**config.mk**
```make
export PLATFORM = sky130hd
export DESIGN_NAME = tcni_injection_scheduler_flat
export DESIGN_NICKNAME = d
export VERILOG_FILES = /design/src/rtl/tcni_sched_pkg.sv /design/src/rtl/tcni_injection_scheduler_if.sv /design/src/rtl/tcni_sched_table.sv /design/src/rtl/tcni_injection_scheduler.sv /design/src/flat_wrapper.sv
export SDC_FILE = /design/constraint.sdc
export NUM_CORES = 1
export LEC_CHECK = 0
export BUFFER_PORTS_ARGS = -buffer_cell sky130_fd_sc_hd__buf_2
export CORE_AREA = 2 2 345 347
export DETAILED_ROUTE_END_ITERATION = 16
export DIE_AREA = 0 0 347 349
export GPL_ROUTABILITY_DRIVEN = 0
export PLACE_DENSITY = 0.44
export SLEW_MARGIN = 20
export SYNTH_ARGS = -nofsm -noshare
export SYNTH_HDL_FRONTEND = slang
export SYNTH_SLANG_ARGS = --single-unit
```
**constraint.sdc**
```tcl
create_clock -name clock_in -period 4.9 [get_ports clock_in]
set_input_delay 1.225 -clock clock_in [delete_from_list [all_inputs] [get_ports clock_in]]
set_output_delay 1.225 -clock clock_in [all_outputs]
set_load 0.1 [all_outputs]
```
**src/rtl/tcni_sched_pkg.sv**
```systemverilog
// Shared types for the TCNI injection scheduler: FSM states, slot payload, counter width.
package tcni_sched_pkg;

  localparam int unsigned SLOT_TIME_W = 32;
  localparam int unsigned MISS_CNT_W  = 8;

  typedef enum logic [2:0] {
    IDLE,
    FETCH,
    WAIT_SLOT,
    LAUNCH,
    BUSY,
    MISS,
    WAIT_EPOCH
  } tcni_sched_state;

  typedef struct packed {
    logic [SLOT_TIME_W-1:0] inj_time;
    logic [SLOT_TIME_W-3:0] loc;
  } tcni_slot_t;

endpackage

```
**src/rtl/tcni_injection_scheduler_if.sv**
```systemverilog
// Scheduler <-> sender handshake: launch pulse with slot payload, busy/done back.
interface tcni_injection_scheduler_if #(
  parameter int unsigned MBW = 32
);
  logic           sender_busy_in;
  logic           sender_done_in;
  logic           inj_start_out;
  logic [MBW-1:0] injection_time_out;
  logic [MBW-3:0] data_location_out;

  modport master (
    input  sender_busy_in, sender_done_in,
    output inj_start_out, injection_time_out, data_location_out
  );

  modport slave (
    output sender_busy_in, sender_done_in,
    input  inj_start_out, injection_time_out, data_location_out
  );
endinterface

```
**src/rtl/tcni_sched_table.sv**
```systemverilog
// Schedule slot register file: one synchronous write port, one registered read port.
module tcni_sched_table
  import tcni_sched_pkg::*;
#(
  parameter  int unsigned DEPTH = 8,
  localparam int unsigned IDX_W = $clog2(DEPTH)
) (
  input  logic             clock_in,
  input  logic             reset_in,
  input  logic             we,
  input  logic [IDX_W-1:0] wr_idx,
  input  tcni_slot_t       wr_data,
  input  logic             rd_en,
  input  logic [IDX_W-1:0] rd_idx,
  output tcni_slot_t       rd_data
);

  tcni_slot_t mem [DEPTH];

  // Table contents are intentionally not reset.
  always_ff @(posedge clock_in) begin
    if (we) begin
      mem[wr_idx] <= wr_data;
    end
  end

  always_ff @(posedge clock_in or negedge reset_in) begin
    if (!reset_in) begin
      rd_data <= '0;
    end else if (rd_en) begin
      rd_data <= mem[rd_idx];
    end
  end

endmodule

```
**src/rtl/tcni_injection_scheduler.sv**
```systemverilog
// Time-triggered injection scheduler: walks a slot table against a periodic time base,
// launching the sender at each slot time and counting slots that can no longer be met.
module tcni_injection_scheduler
  import tcni_sched_pkg::*;
#(
  parameter  int unsigned MEMORY_BUS_WIDTH = 32,
  parameter  int unsigned TABLE_DEPTH      = 8,
  localparam int unsigned IDX_W            = $clog2(TABLE_DEPTH)
) (
  input  logic                        clock_in,
  input  logic                        reset_in,
  input  logic                        enable_in,
  input  logic [MEMORY_BUS_WIDTH-1:0] period_in,
  input  logic [IDX_W:0]              len_in,
  input  logic                        cfg_we_in,
  input  logic [IDX_W-1:0]            cfg_idx_in,
  input  logic [MEMORY_BUS_WIDTH-1:0] cfg_time_in,
  input  logic [MEMORY_BUS_WIDTH-3:0] cfg_loc_in,
  input  logic                        miss_clr_in,
  tcni_injection_scheduler_if.master  snd,
  output logic [2:0]                  status_out,
  output logic [MISS_CNT_W-1:0]       miss_count_out,
  output logic [MEMORY_BUS_WIDTH-1:0] now_out
);

  localparam int unsigned MBW   = MEMORY_BUS_WIDTH;
  localparam int unsigned LEN_W = IDX_W + 1;

  tcni_sched_state       state_q, state_d;
  logic [IDX_W-1:0]      ptr_q, ptr_d;
  logic [MBW-1:0]        now_q, now_d;
  logic [MBW-1:0]        period_q, period_d;
  logic                  first_q;
  logic                  miss_sticky_q, miss_sticky_d;
  logic [MISS_CNT_W-1:0] miss_cnt_q, miss_cnt_d;
  logic                  inj_start_d;
  logic [MBW-1:0]        inj_time_d;
  logic [MBW-3:0]        inj_loc_d;
  logic [2:0]            status_d;
  logic                  rd_en_c;
  logic                  advance_c;
  logic                  miss_evt_c;
  logic [LEN_W-1:0]      eff_len_c;
  logic                  last_slot_c;
  tcni_slot_t            cfg_slot_c;
  tcni_slot_t            slot_q;

  assign cfg_slot_c = {cfg_time_in, cfg_loc_in};

  tcni_sched_table #(.DEPTH(TABLE_DEPTH)) u_table (
    .clock_in (clock_in),
    .reset_in (reset_in),
    .we       (cfg_we_in),
    .wr_idx   (cfg_idx_in),
    .wr_data  (cfg_slot_c),
    .rd_en    (rd_en_c),
    .rd_idx   (ptr_q),
    .rd_data  (slot_q)
  );

  // Lengths beyond the table wrap at the table end; len 0 wraps immediately.
  assign eff_len_c   = (len_in > LEN_W'(TABLE_DEPTH)) ? LEN_W'(TABLE_DEPTH) : len_in;
  assign last_slot_c = (LEN_W'(ptr_q) + LEN_W'(1)) >= eff_len_c;

  always_comb begin
    state_d       = state_q;
    ptr_d         = ptr_q;
    period_d      = period_q;
    miss_sticky_d = miss_sticky_q;
    miss_cnt_d    = miss_cnt_q;
    rd_en_c       = 1'b0;
    advance_c     = 1'b0;
    miss_evt_c    = 1'b0;
    if (state_q == IDLE) begin
      now_d = '0;
    end else if (now_q == period_q - MBW'(1)) begin
      now_d = '0;
    end else begin
      now_d = now_q + MBW'(1);
    end

    case (state_q)
      IDLE: begin
        if (enable_in && !snd.sender_busy_in && (len_in != '0)) begin
          state_d  = FETCH;
          period_d = period_in;
        end
      end
      FETCH: begin
        rd_en_c = 1'b1;
        state_d = WAIT_SLOT;
      end
      WAIT_SLOT: begin
        // Lateness is judged only on entry; afterwards now climbs toward the slot time.
        if (first_q && ((slot_q.inj_time < now_q) || (slot_q.inj_time >= period_q))) begin
          state_d = MISS;
        end else if (slot_q.inj_time == now_q) begin
          state_d = LAUNCH;
        end
      end
      LAUNCH:     state_d = BUSY;
      BUSY:       advance_c = snd.sender_done_in;
      MISS: begin
        miss_evt_c = 1'b1;
        advance_c  = 1'b1;
      end
      WAIT_EPOCH: begin
        if (now_q == period_q - MBW'(1)) begin
          state_d = FETCH;
        end
      end
      default:    state_d = IDLE;
    endcase

    if (advance_c) begin
      if (last_slot_c) begin
        ptr_d   = '0;
        state_d = WAIT_EPOCH;
      end else begin
        ptr_d   = ptr_q + IDX_W'(1);
        state_d = FETCH;
      end
    end

    if (miss_evt_c) begin
      miss_sticky_d = 1'b1;
      if (miss_cnt_q != '1) begin
        miss_cnt_d = miss_cnt_q + MISS_CNT_W'(1);
      end
    end
    if (miss_clr_in) begin
      miss_sticky_d = 1'b0;
      miss_cnt_d    = '0;
    end

    if (!enable_in) begin
      state_d = IDLE;
      ptr_d   = '0;
      now_d   = '0;
    end

    inj_start_d = (state_d == LAUNCH);
    inj_time_d  = inj_start_d ? slot_q.inj_time : '0;
    inj_loc_d   = inj_start_d ? slot_q.loc      : '0;
    status_d    = {miss_sticky_d, state_d == BUSY, state_d != IDLE};
  end

  always_ff @(posedge clock_in or negedge reset_in) begin
    if (!reset_in) begin
      state_q                <= IDLE;
      ptr_q                  <= '0;
      now_q                  <= '0;
      period_q               <= '0;
      first_q                <= 1'b0;
      miss_sticky_q          <= 1'b0;
      miss_cnt_q             <= '0;
      status_out             <= '0;
      snd.inj_start_out      <= 1'b0;
      snd.injection_time_out <= '0;
      snd.data_location_out  <= '0;
    end else begin
      state_q                <= state_d;
      ptr_q                  <= ptr_d;
      now_q                  <= now_d;
      period_q               <= period_d;
      first_q                <= (state_q == FETCH);
      miss_sticky_q          <= miss_sticky_d;
      miss_cnt_q             <= miss_cnt_d;
      status_out             <= status_d;
      snd.inj_start_out      <= inj_start_d;
      snd.injection_time_out <= inj_time_d;
      snd.data_location_out  <= inj_loc_d;
    end
  end

  assign now_out        = now_q;
  assign miss_count_out = miss_cnt_q;

endmodule

```
**src/flat_wrapper.sv**
```systemverilog
// flat-port wrapper written by rule: the top's interface ports become plain ports
module tcni_injection_scheduler_flat import tcni_sched_pkg::*;
#(
  parameter  int unsigned MEMORY_BUS_WIDTH = 32,
  parameter  int unsigned TABLE_DEPTH      = 8,
  localparam int unsigned IDX_W            = $clog2(TABLE_DEPTH)
)
  (clock_in, reset_in, enable_in, period_in, len_in, cfg_we_in, cfg_idx_in, cfg_time_in, cfg_loc_in, miss_clr_in, status_out, miss_count_out, now_out, snd_sender_busy_in, snd_sender_done_in, snd_inj_start_out, snd_injection_time_out, snd_data_location_out);
  tcni_injection_scheduler_if #(.MBW(32)) snd_i ();
  input  logic clock_in;
  input  logic reset_in;
  input  logic enable_in;
  input  logic [MEMORY_BUS_WIDTH-1:0] period_in;
  input  logic [IDX_W:0] len_in;
  input  logic cfg_we_in;
  input  logic [IDX_W-1:0] cfg_idx_in;
  input  logic [MEMORY_BUS_WIDTH-1:0] cfg_time_in;
  input  logic [MEMORY_BUS_WIDTH-3:0] cfg_loc_in;
  input  logic miss_clr_in;
  output logic [2:0] status_out;
  output logic [MISS_CNT_W-1:0] miss_count_out;
  output logic [MEMORY_BUS_WIDTH-1:0] now_out;
  input wire logic [$bits(snd_i.sender_busy_in)-1:0] snd_sender_busy_in;
  input wire logic [$bits(snd_i.sender_done_in)-1:0] snd_sender_done_in;
  output wire logic [$bits(snd_i.inj_start_out)-1:0] snd_inj_start_out;
  output wire logic [$bits(snd_i.injection_time_out)-1:0] snd_injection_time_out;
  output wire logic [$bits(snd_i.data_location_out)-1:0] snd_data_location_out;
  assign snd_i.sender_busy_in = snd_sender_busy_in;
  assign snd_i.sender_done_in = snd_sender_done_in;
  assign snd_inj_start_out = snd_i.inj_start_out;
  assign snd_injection_time_out = snd_i.injection_time_out;
  assign snd_data_location_out = snd_i.data_location_out;
  tcni_injection_scheduler #(.MEMORY_BUS_WIDTH(MEMORY_BUS_WIDTH), .TABLE_DEPTH(TABLE_DEPTH)) u_core (.clock_in(clock_in), .reset_in(reset_in), .enable_in(enable_in), .period_in(period_in), .len_in(len_in), .cfg_we_in(cfg_we_in), .cfg_idx_in(cfg_idx_in), .cfg_time_in(cfg_time_in), .cfg_loc_in(cfg_loc_in), .miss_clr_in(miss_clr_in), .snd(snd_i), .status_out(status_out), .miss_count_out(miss_count_out), .now_out(now_out));
endmodule
```
Yosys cells after proc, flatten, opt, wreduce, memory -nomap -nowiden

Memories as Yosys holds them, arrays and structs flattened. A register that Yosys moved wholly into a read port is not among the register bits.
Cells that the tools add are included.

Add/subtract/negate cells: 5
Multiplexer cells: 27
Reduce and logical (&&, ||, !) cells: 14
$lt $le $gt $ge: 4
Eq/ne operators: 12

Operator list:

| kind                                                 | number |
|---|---|
| two-way mux 32 bit                                   | 4 |
| == test 32 bit                                       | 2 |
| adder 32 x 1 -> 32 bit, second input constant        | 1 |
| >= comparator 32 bit                                 | 1 |
| < comparator 32 bit                                  | 1 |
| subtractor 32 x 1 -> 32 bit, second input constant   | 1 |
| two-way mux 3 bit                                    | 10 |
| two-way mux 30 bit                                   | 1 |
| two-way mux 8 bit                                    | 3 |
| case mux 3 bit (6 select lines)                      | 1 |
| == test 3 bit, second input constant                 | 4 |
| == test 3 x 2 -> 1 bit, second input constant        | 3 |
| adder 8 x 1 -> 8 bit, second input constant          | 1 |
| inequality test 8 bit, second input constant         | 1 |
| two-way mux 1 bit                                    | 6 |
| adder 3 x 1 -> 4 bit, second input constant          | 1 |
| >= comparator 4 bit                                  | 1 |
| greater-than comparator 4 bit, second input constant | 1 |
| two-way mux 4 bit                                    | 1 |
| AND reduction 2 bit                                  | 2 |
| nonzero test 2 bit                                   | 2 |
| nonzero test 4 bit                                   | 1 |
| adder 3 x 1 -> 3 bit, second input constant          | 1 |
| == test 3 x 1 -> 1 bit, second input constant        | 1 |
| 8 further kinds                                      | 11 |

Logic and storage cells: 74
Output and inout bits: 106
Bits of input ports: 108
Register bits: 146
RAM bits: 496
Memories: 1

Memories:

| memory             | words | bits a word | rd ports | clocked after memory_dff | write ports | RTL line               | source |
|---|---|---|---|---|---|---|---|
| u_core.u_table.mem | 8     | 62          | 1        | 1                        | 1           | tcni_sched_table.sv:18 | `tcni_slot_t mem [DEPTH];` |

Logic depth before layout (Yosys ltp)

Gate-level depths: netlist of run 1.

Depth in word-level cells: 9
Mapped depth: 13
Mapped depth without buffers: 11

Modules after synthesis

Synthesis of run 1 repeated with hierarchy kept, for this count alone.

Cells, all modules: 2143
Area total of the unflattened synthesis: 30730.7 µm²

Modules (own cells, without submodules):

| module                   | cells an instance | area each (µm²) | instances |
|---|---|---|---|
| tcni_sched_table         | 1213              | 21571.9         | 1 |
| tcni_injection_scheduler | 930               | 9158.8          | 1 |

Worst setup path before layout of run 1

No wires, ideal clock.

Kind: in2reg
Start point: input port cfg_idx_in[2]
End point: memory u_core.u_table.mem[0][0] (netlist bit) (enable)
Path slack: -1.280 ns
Arrival time: 5.621 ns
Buffers on the path: 0
Cell stages on the path: 2
Setup time: 0.559 ns
Cell sequence: nand2b_1 -> nor3_1

RTL lines:

| item            | RTL line               | source |
|---|---|---|
| start, declared | flat_wrapper.sv:16     | `input logic [IDX_W-1:0] cfg_idx_in;` |
| end, declared   | tcni_sched_table.sv:18 |  |

Straight into the memory's write port.

Worst setup path after layout of run 1

Start point: register u_core.period_q[0]
End point: register u_core.snd.data_location_out[13]

Word-level cells in the longest chain between the ends: 9

Ends and longest elaborated chain:

| item                                                                | RTL line                          | source |
|---|---|---|
| start, declared                                                     | tcni_injection_scheduler.sv:32    | `logic [MBW-1:0] period_q, period_d;` |
| start signal, assigned                                              | tcni_injection_scheduler.sv:165   | `period_q <= period_d;` |
| branches (longest 4 deep; another with subtractor 32 x 1 -> 32 bit) | n/a                               |  |
| case mux 3 bit (6 select lines) *                                   | tcni_injection_scheduler.sv:82    | `case (state_q)` |
| two-way mux 3 bit *                                                 | tcni_injection_scheduler.sv:115   | `if (advance_c) begin` |
| two-way mux 3 bit *                                                 | tcni_injection_scheduler.sv:136   | `if (!enable_in) begin` |
| == test 3 x 2 -> 1 bit *                                            | tcni_injection_scheduler.sv:142   | `inj_start_d = (state_d == LAUNCH);` |
| two-way mux 30 bit *                                                | tcni_injection_scheduler.sv:144   | `inj_loc_d = inj_start_d ? slot_q.loc : '0;` |
| named net u_core.inj_loc_d[13]                                      | tcni_injection_scheduler.sv:38    | `logic [MBW-3:0] inj_loc_d;` |
| end signal, assigned                                                | tcni_injection_scheduler.sv:172   | `snd.data_location_out <= inj_loc_d;` |
| end, declared                                                       | tcni_injection_scheduler_if.sv:13 | `output inj_start_out, injection_time_out, data_location_out` |

Mark *: on every way through the listed nets, which the timed path passes.
A chain may end at the register's enable or synchronous reset.

==> impl_metrics.json, run 1 <==
{
  "status": "finished clean",
  "synth_edf_count": 496,
  "root_buffer": "clkbuf_16",
  "nets": 2251,
  "setup_ws_ns": 0.789,
  "drt-vias-per-instance": 4.53,
  "rows": 126,
  "synth_area_sq_um": 29100,
  "setup_viol": 0,
  "async_flop_share_pct": 29.4,
  "die_y_microns": 349,
  "clk_pin_slew_ns": 0.06,
  "synth.yosys.seq_area_share_pct": 68.9,
  "grt_pass1_wl_mm": 121,
  "cp-end-kind": "flop",
  "antenna_found_initial": 27,
  "synth-seq-cells": 703,
  "rsz0062_at_grt": "false",
  "ys.flop_type": "edfxtp_1",
  "grt-ovfl-total": 0,
  "fin_crit_sh_pct": 83.9,
  "postRouteAntennaNets": 0,
  "synth_warnings": 0,
  "slew_headroom_pct": 24.2,
  "fmax_ghz": 0.243,
  "crit_arrival_ns": 4.70,
  "power_per_cell_area_nw_per_um2": 485,
  "setup_tns_ns": 0,
  "drv_slew": 0,
  "syn_inst": 1821,
  "stdcell_count": 3676,
  "grt_pass1_vias": 17600,
  "max_cap_viol_count": 0,
  "power_frac_clock_pct": 35.4,
  "num-fill-cells": 11700,
  "hold_class": "reg -> reg",
  "internal_power_mw": 11.7,
  "cts_buffers": 80,
  "first_pass_iters": 6,
  "finClkSkew_ns": 0.0625,
  "p_seq_share_pct": 44.8,
  "layout-drive-gt1-share_pct": 24.3,
  "cts.sinks": 703,
  "p_leak_nw": 12.4,
  "cp_max_fo": 35,
  "die_w_microns": 347,
  "switchingPower_mw": 5.20,
  "pwr-share-comb_pct": 19.8,
  "pre_cts_slack_ns": 0.700,
  "vdd_ir_drop_max_mv": 0.264,
  "vias": 16700,
  "htree_levels": 3,
  "io_pins": 214,
  "dp_cells": 3525,
  "synth_cell_types": 69,
  "worstMarginPinSlew_ns": 1.13,
  "report.power.total_mw": 16.9,
  "p_sw_share_pct": 30.7,
  "post_drt_wl_per_cell_microns": 22.4,
  "clock_latency_ns": 0.67,
  "cp_data_required_time_ns": 5.49,
  "hold_viol": 0,
  "post-cts-setup-buffers": 0,
  "cts_tree": "built",
  "start_util_pct": 24.8,
  "cts_resized": 0,
  "drtIter0Drc": 1091,
  "grt.total_usage_pct": 13.6,
  "min_period_ns": 4.11,
  "core_sq_um": 117000,
  "grt_max_degree": 89,
  "drc": 0,
  "critPathKind": "reg -> reg",
  "finalWirelength_mm": 82.2,
  "area_delta_synth_final_pct": 19.9,
  "cts_buffer_depth": 3,
  "hpwlAfterDp_mm": 52.4,
  "port_buffers": 213,
  "start_kind": "flop",
  "synthesis.nets": 2001,
  "dieArea_sq_um": 121000,
  "holdBufCountCts": 0,
  "final_area_sq_um": 35000,
  "rr_worst_depth": 12,
  "hold_depth": 1,
  "synth_area_per_cell_sq_um": 16.0,
  "dpl_cell_area_sq_um": 32300
}
## cell type report
cell class	instances	area (sq um)	area share [%]
Sequential cell	703	20100	57.4
Multi-Input combinational cell	966	8560	24.5
Clock buffer	113	2240	6.39
Tap cell	1536	1920	5.50
Timing Repair Buffer	245	1420	4.05
Clock inverter	34	453	1.30
Inverter	75	282	0.805
Antenna cell	4	10.0	0.0286
## path summary, 6_finish.rpt
path	start	endpoint	slack [ns]
setup / recovery	u_core.period_q[0]	u_core.snd.data_location_out[13]	0.79
min in group asynchronous	reset_in	u_core.period_q[2]	0.62
max in group asynchronous	reset_in	u_core.miss_count_out[5]	3.28
hold / removal	u_core.u_table.rd_data[12]	u_core.snd.data_location_out[12]	0.47
setup reg to reg	u_core.period_q[0]	u_core.snd.data_location_out[13]	0.79
hold reg to reg	u_core.u_table.rd_data[12]	u_core.snd.data_location_out[12]	0.47
## power by group through the flow
stage / Combinational, mW / Sequential (mW) / Clock [mW]
after detailed placement: 3.39 / 7.71 / 0
after global placement: 3.30 / 7.70 / 0
after CTS: 3.41 / 7.60 / 6.20
after floorplan: 2.24 / 7.62 / 0
final: 3.36 / 7.59 / 5.99
after global routing: 3.79 / 7.67 / 6.42
## sequential cells by signal (all words and copies together), names as in the netlist
register                       flops
u_core.u_table.mem               496
u_core.u_table.rd_data            62
u_core.now_out                    32
u_core.period_q                   32
u_core.snd.injection_time_out     32
u_core.snd.data_location_out      30
u_core.miss_count_out              8
u_core.ptr_q                       3
u_core.state_q                     3
u_core.status_out                  2
u_core.first_q                     1
u_core.miss_sticky_q               1
u_core.snd.inj_start_out           1
## layout by cell type, fill, tap and decap left out, types with 24 or more instances in the layout
| master | instances |
|---|---|
| clkbuf_16 | 80 |
| a21oi_1 | 88 |
| buf_2 | 212 |
| inv_1 | 75 |
| nor2_1 | 97 |
| o21ai_0 | 50 |
| nor3_1 | 49 |
| nand3_1 | 33 |
| buf_4 | 24 |
| mux4_2 | 124 |
| edfxtp_1 | 496 |
| xnor2_1 | 57 |
| ha_1 | 72 |
| dfrtp_1 | 204 |
| nand2_1 | 75 |
| and2_1 | 67 |
| mux2i_1 | 65 |
## worst max-delay path: stages, from the launching register on
cell,delay [ns]
dfrtp_1,0.43
inv_1,0.10
ha_1,0.22
nor4b_2,0.45
nand3_1,0.28
or4_1,0.55
a311oi_1,0.26
a211o_1,0.13
nand4_1,0.23
or4_4,0.64
a31oi_4,0.18
buf_4,0.36
and2_1,0.18
## per-stage QoR
| step | utilization, % | hold slack (ns) |
|---|---|---|
| floorplan | - | 0.454 |
| global placement | 27.5 | 0.463 |
| detailed placement | 27.5 | 0.470 |
| CTS | 29.8 | 0.477 |
| global route | 29.8 | 0.498 |
| finish | 29.8 | 0.474 |
## cells in the mapped netlist (3+ instances only)
library cell,instances,area (sq um)
nor2b_1,7,43.8
inv_1,75,282
nand3_1,33,165
o31ai_1,3,22.5
xnor2_1,57,499
dfrtp_1,207,5180
nor4_1,20,125
a311oi_1,3,26.3
ha_1,72,901
o21ai_0,51,255
and4_1,6,52.6
nor3_2,3,30.0
or4_1,3,22.5
mux2i_1,65,651
xor2_1,17,149
mux4_2,124,2790
nor3_1,51,255
o211ai_1,5,37.5
buf_6,6,67.6
a211oi_1,3,22.5
edfxtp_1,496,14900
nand4_1,23,144
or3_1,5,31.3
and3_1,8,50.1
a21oi_1,88,440
or2_2,4,25.0
and2_1,67,419
a2111oi_0,3,26.3
clkbuf_1,56,210
nand2_1,75,282
nor2_1,104,390
a211o_1,3,26.3
o22ai_1,3,18.8
a21o_1,9,67.6
buf_1,13,48.8
nand2b_1,10,62.6
## kinds of logic (layout without fill, tap and decap cells)
logic type	after synthesis	count (layout)	synth area share [%]
flip-flops	703	703	68.9
AND/OR/NAND/NOR	432	432	7.71
AO/OA/AOI/OAI	197	197	4.09
multiplexers	191	191	11.9
buffers and inverters	152	467	2.13
XOR/XNOR	74	74	2.22
adder cells (fa/ha/maj)	72	72	3.09
other	0	4	0
## routing by layer
layer  routed length [microns]  global-route usage, %  vias up
met3                      4870                   3.20      163
met2                     38600                   21.9      460
met1                     36400                   18.2     8559
met5                       174                      0        -
met4                      2080                   3.80       28
li1                          -                      -     7442
No activity file was read; power rests on OpenSTA's default activity.
==> run 2, diff against run 1 <==
==> constraint.sdc (replaced) <==
create_clock -name clock_in -period 4.1 [get_ports clock_in]
set_input_delay 1.025 -clock clock_in [delete_from_list [all_inputs] [get_ports clock_in]]
set_output_delay 1.025 -clock clock_in [all_outputs]
set_load 0.1 [all_outputs]
==> impl_metrics.json, run 2 (synthesis gave the netlist of run 1 again) <==
{
  "status": "finished clean",
  "nets": 2262,
  "start_kind": "flop",
  "cts.sinks": 703,
  "finClkSkew_ns": 0.0547,
  "max_cap_viol_count": 0,
  "cts_tree": "built",
  "cp_data_required_time_ns": 4.67,
  "drtIter0Drc": 1108,
  "hold_class": "in -> async",
  "root_buffer": "clkbuf_16",
  "largest-register": "u_core.u_table.mem",
  "setup_ws_ns": 0.203,
  "clock_latency_ns": 0.65,
  "hold-worst-slack_ns": 0.369,
  "critPathKind": "reg -> reg",
  "layout-drive-gt1-share_pct": 24.8,
  "dieArea_sq_um": 121000,
  "slew_headroom_pct": 25.9,
  "area_delta_synth_final_pct": 20.8,
  "grt_max_degree": 126,
  "final_common_cell": "edfxtp_1",
  "final_cell_mix": "edfxtp_1 (496), buf_2 (212), dfrtp_1 (204)",
  "drv_slew": 0,
  "cts_buffer_depth": 3,
  "cp-end-kind": "flop",
  "switchingPower_mw": 6.16,
  "grt.total_usage_pct": 13.5,
  "worstMarginPinSlew_ns": 1.10,
  "internal_power_mw": 14.4,
  "power_per_cell_area_nw_per_um2": 583,
  "power_frac_clock_pct": 36.2,
  "setup_viol": 0,
  "min_period_ns": 3.90,
  "largest_register_ffs": 496,
  "drt-vias-per-instance": 4.55,
  "grt_pass1_wl_mm": 120,
  "num-fill-cells": 11600,
  "postRouteAntennaNets": 0,
  "port_buffers": 213,
  "pre_cts_slack_ns": 0.209,
  "clk_pin_slew_ns": 0.06,
  "grt-ovfl-total": 0,
  "crit_arrival_ns": 4.47,
  "grt_pass1_vias": 17600,
  "die_y_microns": 349,
  "post_drt_wl_per_cell_microns": 22.4,
  "cp_max_fo": 29,
  "vdd_ir_drop_max_mv": 0.334,
  "pwr-share-comb_pct": 19.8,
  "vias": 16800,
  "reg2reg_from": "u_core.period_q[0]",
  "holdBufCountCts": 0,
  "io_pins": 214,
  "die_w_microns": 347,
  "fin_crit_sh_pct": 95.1,
  "cts_buffers": 82,
  "hpwlAfterDp_mm": 51.6,
  "first_pass_iters": 5,
  "core_sq_um": 117000,
  "startpoint": "u_core.period_q[0]",
  "start_util_pct": 24.8,
  "antenna_found_initial": 32,
  "rows": 126,
  "finalWirelength_mm": 82.5,
  "rsz0062_at_grt": "false",
  "drc": 0,
  "top_regs": "u_core.u_table.mem x496, u_core.u_table.rd_data x62",
  "htree_levels": 3,
  "p_leak_nw": 12.5,
  "hold_viol": 0,
  "p_sw_share_pct": 30.0,
  "p_seq_share_pct": 44.0,
  "fmax_ghz": 0.257
}
[run 2: area by class of cell]
class	count	area, sq um	share of cell area [%]
sequential	703	20100	57.0
tap	1536	1920	5.46
clock buffer	118	2370	6.73
antenna	2	5.00	0.0142
timing repair buffer	254	1600	4.55
clock inverter	31	377	1.07
multi-input combinational	966	8570	24.3
inverter	75	282	0.800
[run 2: through the flow]
step / setup TNS, ns / power, mW / utilization (%) / cell area [sq um] / std cells
floorplan: -57.59 / 11.8 / - / 29200 / 1821
global placement: 0 / 13.2 / 27.6 / 32400 / 3530
detailed placement: 0 / 13.3 / 27.6 / 32400 / 3530
CTS: 0 / 20.8 / 29.9 / 35100 / 3679
global route: 0 / 21.6 / 30.0 / 35200 / 3684
finish: 0 / 20.5 / 30.0 / 35200 / 3685
[run 2: power groups by stage]
| stage | combinational, mW | clock [mW] | sequential [mW] |
|---|---|---|---|
| 6_report | 4.07 | 7.42 | 9.04 |
| 2_1_floorplan | 2.68 | 0 | 9.10 |
| 4_1_cts | 4.11 | 7.67 | 9.05 |
| 3_3_place_gp | 4.00 | 0 | 9.17 |
| 3_5_place_dp | 4.09 | 0 | 9.18 |
| 5_1_grt | 4.57 | 7.94 | 9.13 |
[run 2: final timing paths]
check / end / slack (ns) / cells past startpoint
max: u_core.snd.data_location_out[25] / 0.20 / 15
min: u_core.period_q[4] / 0.37 / 1
max reg2reg: u_core.snd.data_location_out[25] / 0.20 / 15
min reg2reg: u_core.snd.data_location_out[2] / 0.47 / 1
max in group asynchronous: u_core.snd.injection_time_out[30] / 2.67 / 2
min in group clock_in: u_core.snd.data_location_out[2] / 0.47 / 1
[run 2: routing by layer]
layer / share of wire [%] / routed length, microns / vias up / global-route usage [%]
li1: - / - / 7478 / -
met1: 45 / 36800 / 8651 / 17.8
met2: 47 / 38800 / 454 / 21.9
met3: 5.7 / 4740 / 156 / 3.51
met4: 2.4 / 2000 / 28 / 3.55
met5: 0.23 / 186 / - / 0
[run 2: repair_timing]
item,4_1_cts,5_1_grt
setup buffers,0,3
gates resized for setup,0,1
endpoints found under the setup margin,0,58
[run 2: critical path, cell delays in order (launching register included)]
cell and delay (ns):
dfrtp_1 0.43, inv_1 0.09, ha_1 0.21, nor4b_2 0.23, buf_4 0.18, nand3_1 0.19, or4_1 0.56, a311oi_2 0.22
a211o_1 0.14, nand4_1 0.10, buf_4 0.19, or4_4 0.55, a31oi_4 0.22, buf_12 0.15, buf_12 0.18, and2_1 0.15
